`src/rtl/mul_mac_pkg.sv`:
```
// mul_mac_pkg: shared types and helpers for the sequential multiply-accumulate datapath
package mul_mac_pkg;

    typedef enum logic {IDLE, RUN} state_t;

    function automatic int acc_width(input int width, input int guard);
        return 2 * width + guard;
    endfunction

    function automatic logic [63:0] round_bias(input int frac);
        return 64'd1 << (frac - 1);
    endfunction

    // Clamp value; the caller keeps the low width bits
    function automatic logic [63:0] q_bound(input logic sgn, input logic neg, input int width);
        logic [63:0] m;
        m = (64'd1 << width) - 64'd1;
        return !sgn ? m : neg ? ~(m >> 1) : m >> 1;
    endfunction

endpackage

```
`src/rtl/mul_q_round.sv`:
```
// mul_q_round: round-half-up and saturate an accumulator down to a WIDTH-bit Q-format value
module mul_q_round
    import mul_mac_pkg::*;
#(
    parameter int WIDTH = 16,
    parameter int FRAC  = 8,
    parameter int ACC_W = 36
) (
    input  logic [ACC_W-1:0] acc,
    input  logic             sgn,
    output logic [WIDTH-1:0] q,
    output logic             sat
);

    localparam int TW = ACC_W + 1 - FRAC;

    logic [ACC_W:0] ext;
    logic [TW-1:0]  t;

    always_comb begin
        ext = {sgn & acc[ACC_W-1], acc} + (ACC_W+1)'(round_bias(FRAC));
        // Low TW bits are identical for arithmetic and logical shifts; sgn decides how they are read
        t   = TW'(ext >> FRAC);
        sat = sgn ? !(&t[TW-1:WIDTH-1] || !(|t[TW-1:WIDTH-1])) : |t[TW-1:WIDTH];
        q   = sat ? WIDTH'(q_bound(sgn, t[TW-1], WIDTH)) : t[WIDTH-1:0];
    end

endmodule

```
`src/rtl/mul_mac_seq.sv`:
```
// mul_mac_seq: sequential BPC-bits-per-cycle signed/unsigned multiply-accumulate with Q-format output
module mul_mac_seq
    import mul_mac_pkg::*;
#(
    parameter int WIDTH = 16,
    parameter int BPC   = 2,
    parameter int FRAC  = 8,
    parameter int GUARD = 4,
    localparam int ACC_W = acc_width(WIDTH, GUARD)
) (
    input  logic             clk_i,
    input  logic             rst_n,
    input  logic             start_i,
    input  logic             signed_i,
    input  logic             acc_en_i,
    input  logic             clr_i,
    input  logic [WIDTH-1:0] a_i,
    input  logic [WIDTH-1:0] b_i,
    output logic [ACC_W-1:0] result_o,
    output logic [WIDTH-1:0] q_o,
    output logic             sat_o,
    output logic             done_o,
    output logic             busy_o
);

    localparam int N  = WIDTH / BPC;
    localparam int CW = $clog2(N + 1);

    state_t           state, state_n;
    logic [CW-1:0]    cnt;
    logic             mode, acc_en, sign, last_mode, accept, last;
    logic [WIDTH-1:0] ma, mb;
    logic [2*WIDTH-1:0] pp, term, pp_sum, prod;
    logic [ACC_W-1:0] acc, p_ext;

    always_ff @(posedge clk_i or negedge rst_n)
        if (!rst_n) state <= IDLE;
        else        state <= state_n;

    always_comb begin
        accept  = state == IDLE && start_i;
        last    = state == RUN && cnt == CW'(N - 1);
        state_n = accept ? RUN : last ? IDLE : state;
        term    = ({{WIDTH{1'b0}}, ma} * {{(2*WIDTH-BPC){1'b0}}, mb[BPC-1:0]}) << (BPC * cnt);
        pp_sum  = pp + term;
        prod    = sign ? -pp_sum : pp_sum;
        p_ext   = {{GUARD{mode & prod[2*WIDTH-1]}}, prod};
    end

    always_ff @(posedge clk_i or negedge rst_n) begin
        if (!rst_n) begin
            cnt       <= '0;
            mode      <= 1'b0;
            acc_en    <= 1'b0;
            sign      <= 1'b0;
            last_mode <= 1'b0;
            ma        <= '0;
            mb        <= '0;
            pp        <= '0;
            acc       <= '0;
            done_o    <= 1'b0;
        end else begin
            done_o <= last;
            if (accept) begin
                mode   <= signed_i;
                acc_en <= acc_en_i;
                sign   <= signed_i & (a_i[WIDTH-1] ^ b_i[WIDTH-1]);
                // Negating the most-negative value yields 2^(WIDTH-1) read as unsigned
                ma     <= (signed_i & a_i[WIDTH-1]) ? -a_i : a_i;
                mb     <= (signed_i & b_i[WIDTH-1]) ? -b_i : b_i;
                pp     <= '0;
                cnt    <= '0;
            end else if (state == RUN) begin
                pp  <= pp_sum;
                mb  <= mb >> BPC;
                cnt <= cnt + CW'(1);
            end
            if (state == IDLE && clr_i) begin
                acc       <= '0;
                last_mode <= 1'b0;
            end else if (last) begin
                acc       <= (acc_en ? acc : '0) + p_ext;
                last_mode <= mode;
            end
        end
    end

    assign result_o = acc;
    assign busy_o   = state == RUN;

    mul_q_round #(.WIDTH(WIDTH), .FRAC(FRAC), .ACC_W(ACC_W)) u_round (
        .acc (acc),
        .sgn (last_mode),
        .q   (q_o),
        .sat (sat_o)
    );

endmodule

```
`config.mk`:
```
export PLATFORM = sky130hd
export DESIGN_NAME = mul_mac_seq
export DESIGN_NICKNAME = d
export VERILOG_FILES = /design/src/rtl/mul_mac_pkg.sv /design/src/rtl/mul_q_round.sv /design/src/rtl/mul_mac_seq.sv
export SDC_FILE = /design/constraint.sdc
export NUM_CORES = 1
export LEC_CHECK = 0
export CAP_MARGIN = 30
export CORE_ASPECT_RATIO = 1.75
export CORE_MARGIN = 2
export CORE_UTILIZATION = 35
export DETAILED_ROUTE_END_ITERATION = 12
export PLACE_DENSITY = 0.52
export SLEW_MARGIN = 20
export SYNTH_ARGS = -nofsm -noshare
export SYNTH_HDL_FRONTEND = slang
export SYNTH_HIERARCHICAL = 1
export SYNTH_SLANG_ARGS = --single-unit
```
`constraint.sdc`:
```
create_clock -name clk_i -period 12.65 [get_ports clk_i]
set_input_delay 1.265 -clock clk_i [delete_from_list [all_inputs] [get_ports clk_i]]
set_output_delay 1.265 -clock clk_i [all_outputs]
set_load 0.01 [all_outputs]
```
==> run_results.csv, run 1 <==
group,metric,value,unit
timing,fmax,0.100,GHz
global_route,grt.met1_usage,0.213,
global_route,grt_util_met3,0.0210,
min_path,hp-class,"flip-flop to flip-flop",
routing,drcViolationCount,0,
synth,synthCells,1503,
timing,rsz0062_at_grt,"false",
clock_tree,root_buffer,"clkbuf_16",
synth,yosysWarningCount,6,
place,port_buffers,92,
floorplan,ios,93,
setup_path,critPathSlowestCell,"dfrtp_1",
setup_path,critPathTopFamily,"compound AO/OA/AOI/OAI gates",
synth,synth_cell_types,88,
routing,routedWlPerCell,18.6,um
synth,netlist_area,11700,um2
timing,maxSlewHeadroom,0.297,
clock_tree,clock-sinks,110,
global_route,grt_pass1_wl,58900,um
timing,hold_viol,0,
setup_path,path_buf_inv,2,
floorplan,die_area,34900,um2
clock_tree,clk_latency,0.39,ns
setup_path,worst_path_largest_cell_delay,0.63,ns
power_and_ir_drop,p_int,1.96,mW
routing,drtIter0Drc,458,
power_and_ir_drop,combPwrFrac,0.762,
synth,synthArstFlopShare,1.00,
layout,drive_gt1_frac,0.0487,
place,gp_congestion,0.947,
power_and_ir_drop,seqPwrFrac,0.168,
layout,layout_commonest_cell,"nand2_1",
power_and_ir_drop,max-vdd-ir-drop,0.0963,mV
power_and_ir_drop,switchingPower,2.19,mW
clock_tree,cts.htree.levels,3,
global_route,grt_max_degree,61,
clock_tree,cts_hold_buffers,0,
setup_path,r2r_slack,2.65,ns
timing,period_share,0.791,
synth,postSynthAreaPerCell,7.76,um2
clock_tree,clock_tree.buffer_depth,2,
power_and_ir_drop,power_density,315,nW/um2
setup_path,rr_worst_depth,40,
routing,detail_route.first_pass.iterations,5,
routing,routed_wl,36500,um
global_route,busiest_layer,"met2",
synth,syn_nets,1629,
setup_path,crit_arrival,10.27,ns
setup_path,startpoint,"mb[0]",
timing,worstMarginPinSlew,1.04,ns
setup_path,rr_startpoint,"mb[0]",
clock_tree,cts_setup_buffers,0,
routing,dr_total_vias,11100,
setup_path,timing.rr.end,"result_o[34]",
synth,synthFlopType,"dfrtp_1",
floorplan,core-area,32900,um2
setup_path,cp-end-kind,"flip-flop",
power_and_ir_drop,sw_frac_of_total,0.528,
timing,min_period,10.00,ns
global_route,antenna_found_initial,0,
layout,syn_to_final_growth,13.3,%
layout,num-fill-cells,3463,
synth,ys_seq_area_frac,0.236,
routing,avgViaCountPerCell,5.63,
layout,fin_util,0.401,
global_route,grt_usage,0.213,
global_route,first_global_vias,11200,
routing,ant_nets,0,
clock_tree,cts_resized,0,
clock_tree,cts-buffers-inserted,9,
clock_tree,path_clk_slew,0.08,ns
run_status,status,"finished, final reports clean",
synth,synth-edff-count,0,
setup_path,critical_path_depth,40,
power_and_ir_drop,clkPwrFrac,0.070,
setup_path,crit_type,"flip-flop to flip-flop",
global_route,globalRouteMet2Util,0.423,
flow_run,cap_violations,0,
timing,fin_worst_skew,0.0144,ns
timing,finalSetupTns,0,ns
global_route,overflow,0,
place,hpwlAfterDp,29200,um
layout,fin_nets,1683,
setup_path,start_kind,"flip-flop",
floorplan,die_x,142,um
setup_path,path_max_fanout,18,
floorplan,num_rows,88,
floorplan,start_util,0.354,
setup_path,worstSetupEndpoint,"result_o[34]",
timing,slew_violations,0,
timing,setup_viol_count_final,0,
layout,layout_common_cells,"nand2_1, o21ai_0, dfrtp_1",
layout,n_antenna_cell,0,
setup_path,cp_data_required_time,12.92,ns
setup_path,crit_top_cell,"a21oi_1",
power_and_ir_drop,p_leak,5.72,nW
floorplan,fp.dieH,245,um
clock_tree,cts_tree,"built",
synth,ys_seq_elements,110,
==> state kept, by name (all words and copies together) (netlist names) <==
name	flops
done_o	1
mb	16
ma	16
sign	1
acc_en	1
cnt	4
pp	32
busy_o	1
mode	1
last_mode	1
result_o	36
==> worst reg2reg max path: cells and delay by family (launching register included) <==
| family | cells | cell delay (ns) |
|---|---|---|
| flops | 1 | 0.63 |
| mux | 2 | 0.51 |
| fa+ha+maj | 3 | 0.97 |
| simple gates | 7 | 2.44 |
| compound gates | 23 | 4.57 |
| buf+inv | 2 | 0.22 |
| xor+xnor | 3 | 0.56 |
==> final cells by class <==
cell class,instances,area (um2),area share
multi-input combinational,1287,8490,0.642
sequential,110,2750,0.208
timing repair buffer,107,1040,0.0784
tap,405,507,0.0383
clock buffer,11,243,0.0184
inverter,42,158,0.0119
clock inverter,4,32.5,0.00246
==> metrics by stage <==
stage | power, mW | instances | hold slack [ns] | area, um2 | worst slack (ns)
floorplan | 3.01 | 1503 | 0.448 | 11700 | 4.08
global placement | 3.85 | 1949 | 0.465 | 12900 | 2.71
detailed placement | 3.86 | 1951 | 0.470 | 12900 | 2.64
CTS | 4.18 | 1966 | 0.494 | 13200 | 2.59
global route | 4.55 | 1966 | 0.513 | 13200 | 1.85
finish | 4.16 | 1966 | 0.490 | 13200 | 2.65
==> cells by family after synthesis <==
family / after synthesis / share of synthesized area
AOI/OAI and AO/OA: 490 / 0.274
xor gates and xnor gates: 142 / 0.108
adders and majority gates: 88 / 0.0963
buffers and inverters: 106 / 0.0368
DFF: 110 / 0.236
muxes: 20 / 0.0175
and+or+nand+nor: 547 / 0.231
==> cells in the mapped netlist, types with 6 or more instances <==
cell type | instances | share of area
nand3_1 | 39 | 0.017
nor2b_1 | 6 | 0.0032
o22ai_1 | 12 | 0.0064
o211ai_1 | 15 | 0.0097
a22o_1 | 31 | 0.023
and2_1 | 78 | 0.042
xor2_1 | 50 | 0.038
xnor2_1 | 91 | 0.068
or4_1 | 9 | 0.0058
mux2i_1 | 17 | 0.015
ha_1 | 85 | 0.091
o31ai_1 | 20 | 0.013
or3_1 | 16 | 0.0086
nor2_1 | 101 | 0.033
o21ai_1 | 6 | 0.0026
a21o_1 | 41 | 0.026
nand4_1 | 10 | 0.0054
and3_1 | 19 | 0.010
dfrtp_1 | 110 | 0.24
a21oi_1 | 108 | 0.046
a211o_1 | 8 | 0.0060
nand2_1 | 189 | 0.061
nand2b_1 | 18 | 0.0097
a21oi_2 | 9 | 0.0068
inv_1 | 41 | 0.013
nor3_1 | 28 | 0.012
o21ai_0 | 138 | 0.059
a31oi_1 | 12 | 0.0064
or2_2 | 9 | 0.0048
o21a_1 | 15 | 0.0097
clkbuf_1 | 55 | 0.018
a211oi_1 | 13 | 0.0084
==> power by group through the flow <==
stage	clock network (mW)	registers, mW	logic, mW
global placement	0	0.703	3.14
floorplan	0	0.629	2.38
finish	0.291	0.697	3.17
CTS	0.300	0.700	3.18
detailed placement	0	0.706	3.16
global route	0.313	0.724	3.52
==> layer usage <==
layer  vias to the layer above  routed length [um]
li1                       5563                   -
met1                      5212               13400
met2                       218               20400
met3                        80                 816
met4                         0                1890
met5                         -                   0
==> how the worst min path moves through the flow <==
| stage | start | to | slack [ns] | depth (start not counted) |
|---|---|---|---|---|
| detailed placement | mb[11] | mb[9] | 0.47 | 2 |
| global placement | sign | sign | 0.46 | 2 |
| floorplan | mb[2] | mb[0] | 0.45 | 2 |
| global route | mb[7] | mb[5] | 0.51 | 2 |
| CTS | mb[15] | mb[13] | 0.49 | 2 |
| finish | mb[7] | mb[5] | 0.49 | 2 |
Note: power is estimated with default switching activity, not from simulation.
==> inputs of run 2 (changes only) <==
- clock period: 12.65 -> 10.2 ns (I/O delays scaled with it)
==> run_results.csv, run 2 (synthesis gave the netlist of run 1 again) <==
group,metric,value,unit
run_status,status,"finished, final reports clean",
routing,drtIter0Drc,406,
power_and_ir_drop,fin_total_pwr,5.26,mW
clock_tree,clock-sinks,110,
floorplan,start_util,0.354,
place,placed_cells,1957,
timing,maxSlewHeadroom,0.409,
layout,fin_nets,1689,
place,placed_area,13000,um2
timing,slew_violations,0,
power_and_ir_drop,p_leak,5.78,nW
layout,syn_to_final_growth,14.4,%
routing,ant_nets,0,
place,post-place-ws,0.460,ns
flow_run,cap_violations,0,
timing,worstMarginPinSlew,0.879,ns
layout,num-fill-cells,3399,
global_route,overflow,0,
layout,largest_reg_flops,36,
timing,setup_viol_count_final,0,
layout,layout_common_cells,"nand2_1, o21ai_0, a21oi_1, dfrtp_1, nor2_1",
layout,final_cell_area,13300,um2
setup_path,path_max_fanout,17,
timing,fmax,0.107,GHz
power_and_ir_drop,max-vdd-ir-drop,0.134,mV
power_and_ir_drop,p_int,2.52,mW
setup_path,start_kind,"flip-flop",
power_and_ir_drop,combPwrFrac,0.756,
clock_tree,cts_hold_buffers,0,
power_and_ir_drop,clkPwrFrac,0.079,
setup_path,critPathSlowestCell,"a2111oi_1",
floorplan,die_x,142,um
floorplan,fp.dieH,245,um
setup_path,crit_arrival,9.66,ns
setup_path,crit_type,"flip-flop to flip-flop",
layout,layout_commonest_cell,"nand2_1",
timing,rsz0062_at_grt,"false",
timing,finalSetupTns,0,ns
floorplan,num_rows,88,
layout,n_antenna_cell,0,
clock_tree,cts-buffers-inserted,9,
timing,setup_slack,0.811,ns
clock_tree,clk_latency,0.39,ns
layout,final_cells,1973,
setup_path,crit_top_cell,"a21oi_1",
power_and_ir_drop,switchingPower,2.74,mW
clock_tree,cts_tree,"built",
timing,hold_viol,0,
clock_tree,cts_setup_buffers,0,
global_route,antenna_found_initial,0,
routing,drcViolationCount,0,
min_path,hp-class,"flip-flop to flip-flop",
power_and_ir_drop,seqPwrFrac,0.165,
clock_tree,cts_resized,0,
place,gp_congestion,0.986,
global_route,first_global_vias,10900,
timing,period_share,0.921,
global_route,grt_usage,0.211,
routing,routedWlPerCell,18.5,um
place,hpwlAfterDp,29200,um
clock_tree,clock_tree.buffer_depth,2,
layout,drive_gt1_frac,0.0574,
floorplan,core-area,32900,um2
routing,routed_wl,36500,um
floorplan,die_area,34900,um2
setup_path,worst_path_largest_cell_delay,0.59,ns
global_route,grt_max_degree,61,
routing,dr_total_vias,11100,
power_and_ir_drop,sw_frac_of_total,0.521,
clock_tree,path_clk_slew,0.08,ns
setup_path,cp-end-kind,"flip-flop",
timing,min_period,9.39,ns
place,port_buffers,92,
setup_path,cp_data_required_time,10.48,ns
timing,fin_worst_skew,0.0151,ns
clock_tree,cts.htree.levels,3,
setup_path,r2r_slack,0.81,ns
floorplan,ios,93,
clock_tree,root_buffer,"clkbuf_16",
global_route,grt_pass1_wl,57900,um
routing,avgViaCountPerCell,5.63,
routing,detail_route.first_pass.iterations,4,
power_and_ir_drop,power_density,394,nW/um2
==> run 2: changes by cell type in the layout (fill, tap and decap cells not counted), moves of 2 or more <==
cell,change
dfrtp_2,+2
buf_4,+6
bufinv_16,+2
dfrtp_1,-2
==> run 2: per-layer routing <==
metal | routed length [um] | track usage | vias to the layer above
li1 | - | - | 5581
met1 | 13300 | 0.206 | 5245
met2 | 20500 | 0.421 | 206
met3 | 885 | 0.0290 | 81
met4 | 1870 | 0.108 | 0
met5 | 0 | 0 | -
==> run 2: stage by stage <==
step | hold slack [ns] | util
floorplan | 0.448 | -
CTS | 0.495 | 0.405
detailed placement | 0.473 | 0.394
global placement | 0.464 | 0.394
finish | 0.485 | 0.405
global route | 0.522 | 0.405
==> run 2: path summary, 6_finish.rpt <==
path / startpoint / end / cells past startpoint
min in group asynchronous: rst_n / pp[5] / 1
setup / recovery: mb[1] / result_o[34] / 39
max in group asynchronous: rst_n / busy_o / 2
setup reg to reg: mb[1] / result_o[34] / 39
hold reg to reg: sign / sign / 2
hold / removal: sign / sign / 2
==> run 2: area by class of cell <==
cell class / count / area [um2] / area share
multi-input combinational: 1287 / 8510 / 0.638
sequential: 110 / 2760 / 0.207
timing repair buffer: 113 / 1080 / 0.0810
tap: 405 / 507 / 0.0380
clock buffer: 10 / 239 / 0.0179
inverter: 42 / 158 / 0.0118
clock inverter: 6 / 92.6 / 0.00694
==> run 2: worst max-delay path: cells and delay by family, from the launching register on <==
kind                       cells  cell delay [ns]
muxes                          2             0.52
adders and majority gates      3             1.11
and+or+nand+nor                8             2.31
xor gates and xnor gates       3             0.35
buffers and inverters          1             0.06
DFF                            1             0.50
AOI/OAI and AO/OA             22             4.45
==> run 2: power groups by stage <==
stage	clock, mW	combinational (mW)	sequential [mW]
final	0.415	3.98	0.870
after detailed placement	0	3.94	0.880
after floorplan	0	2.95	0.781
after global placement	0	3.93	0.880
after CTS	0.428	3.97	0.872
after global routing	0.442	4.42	0.906
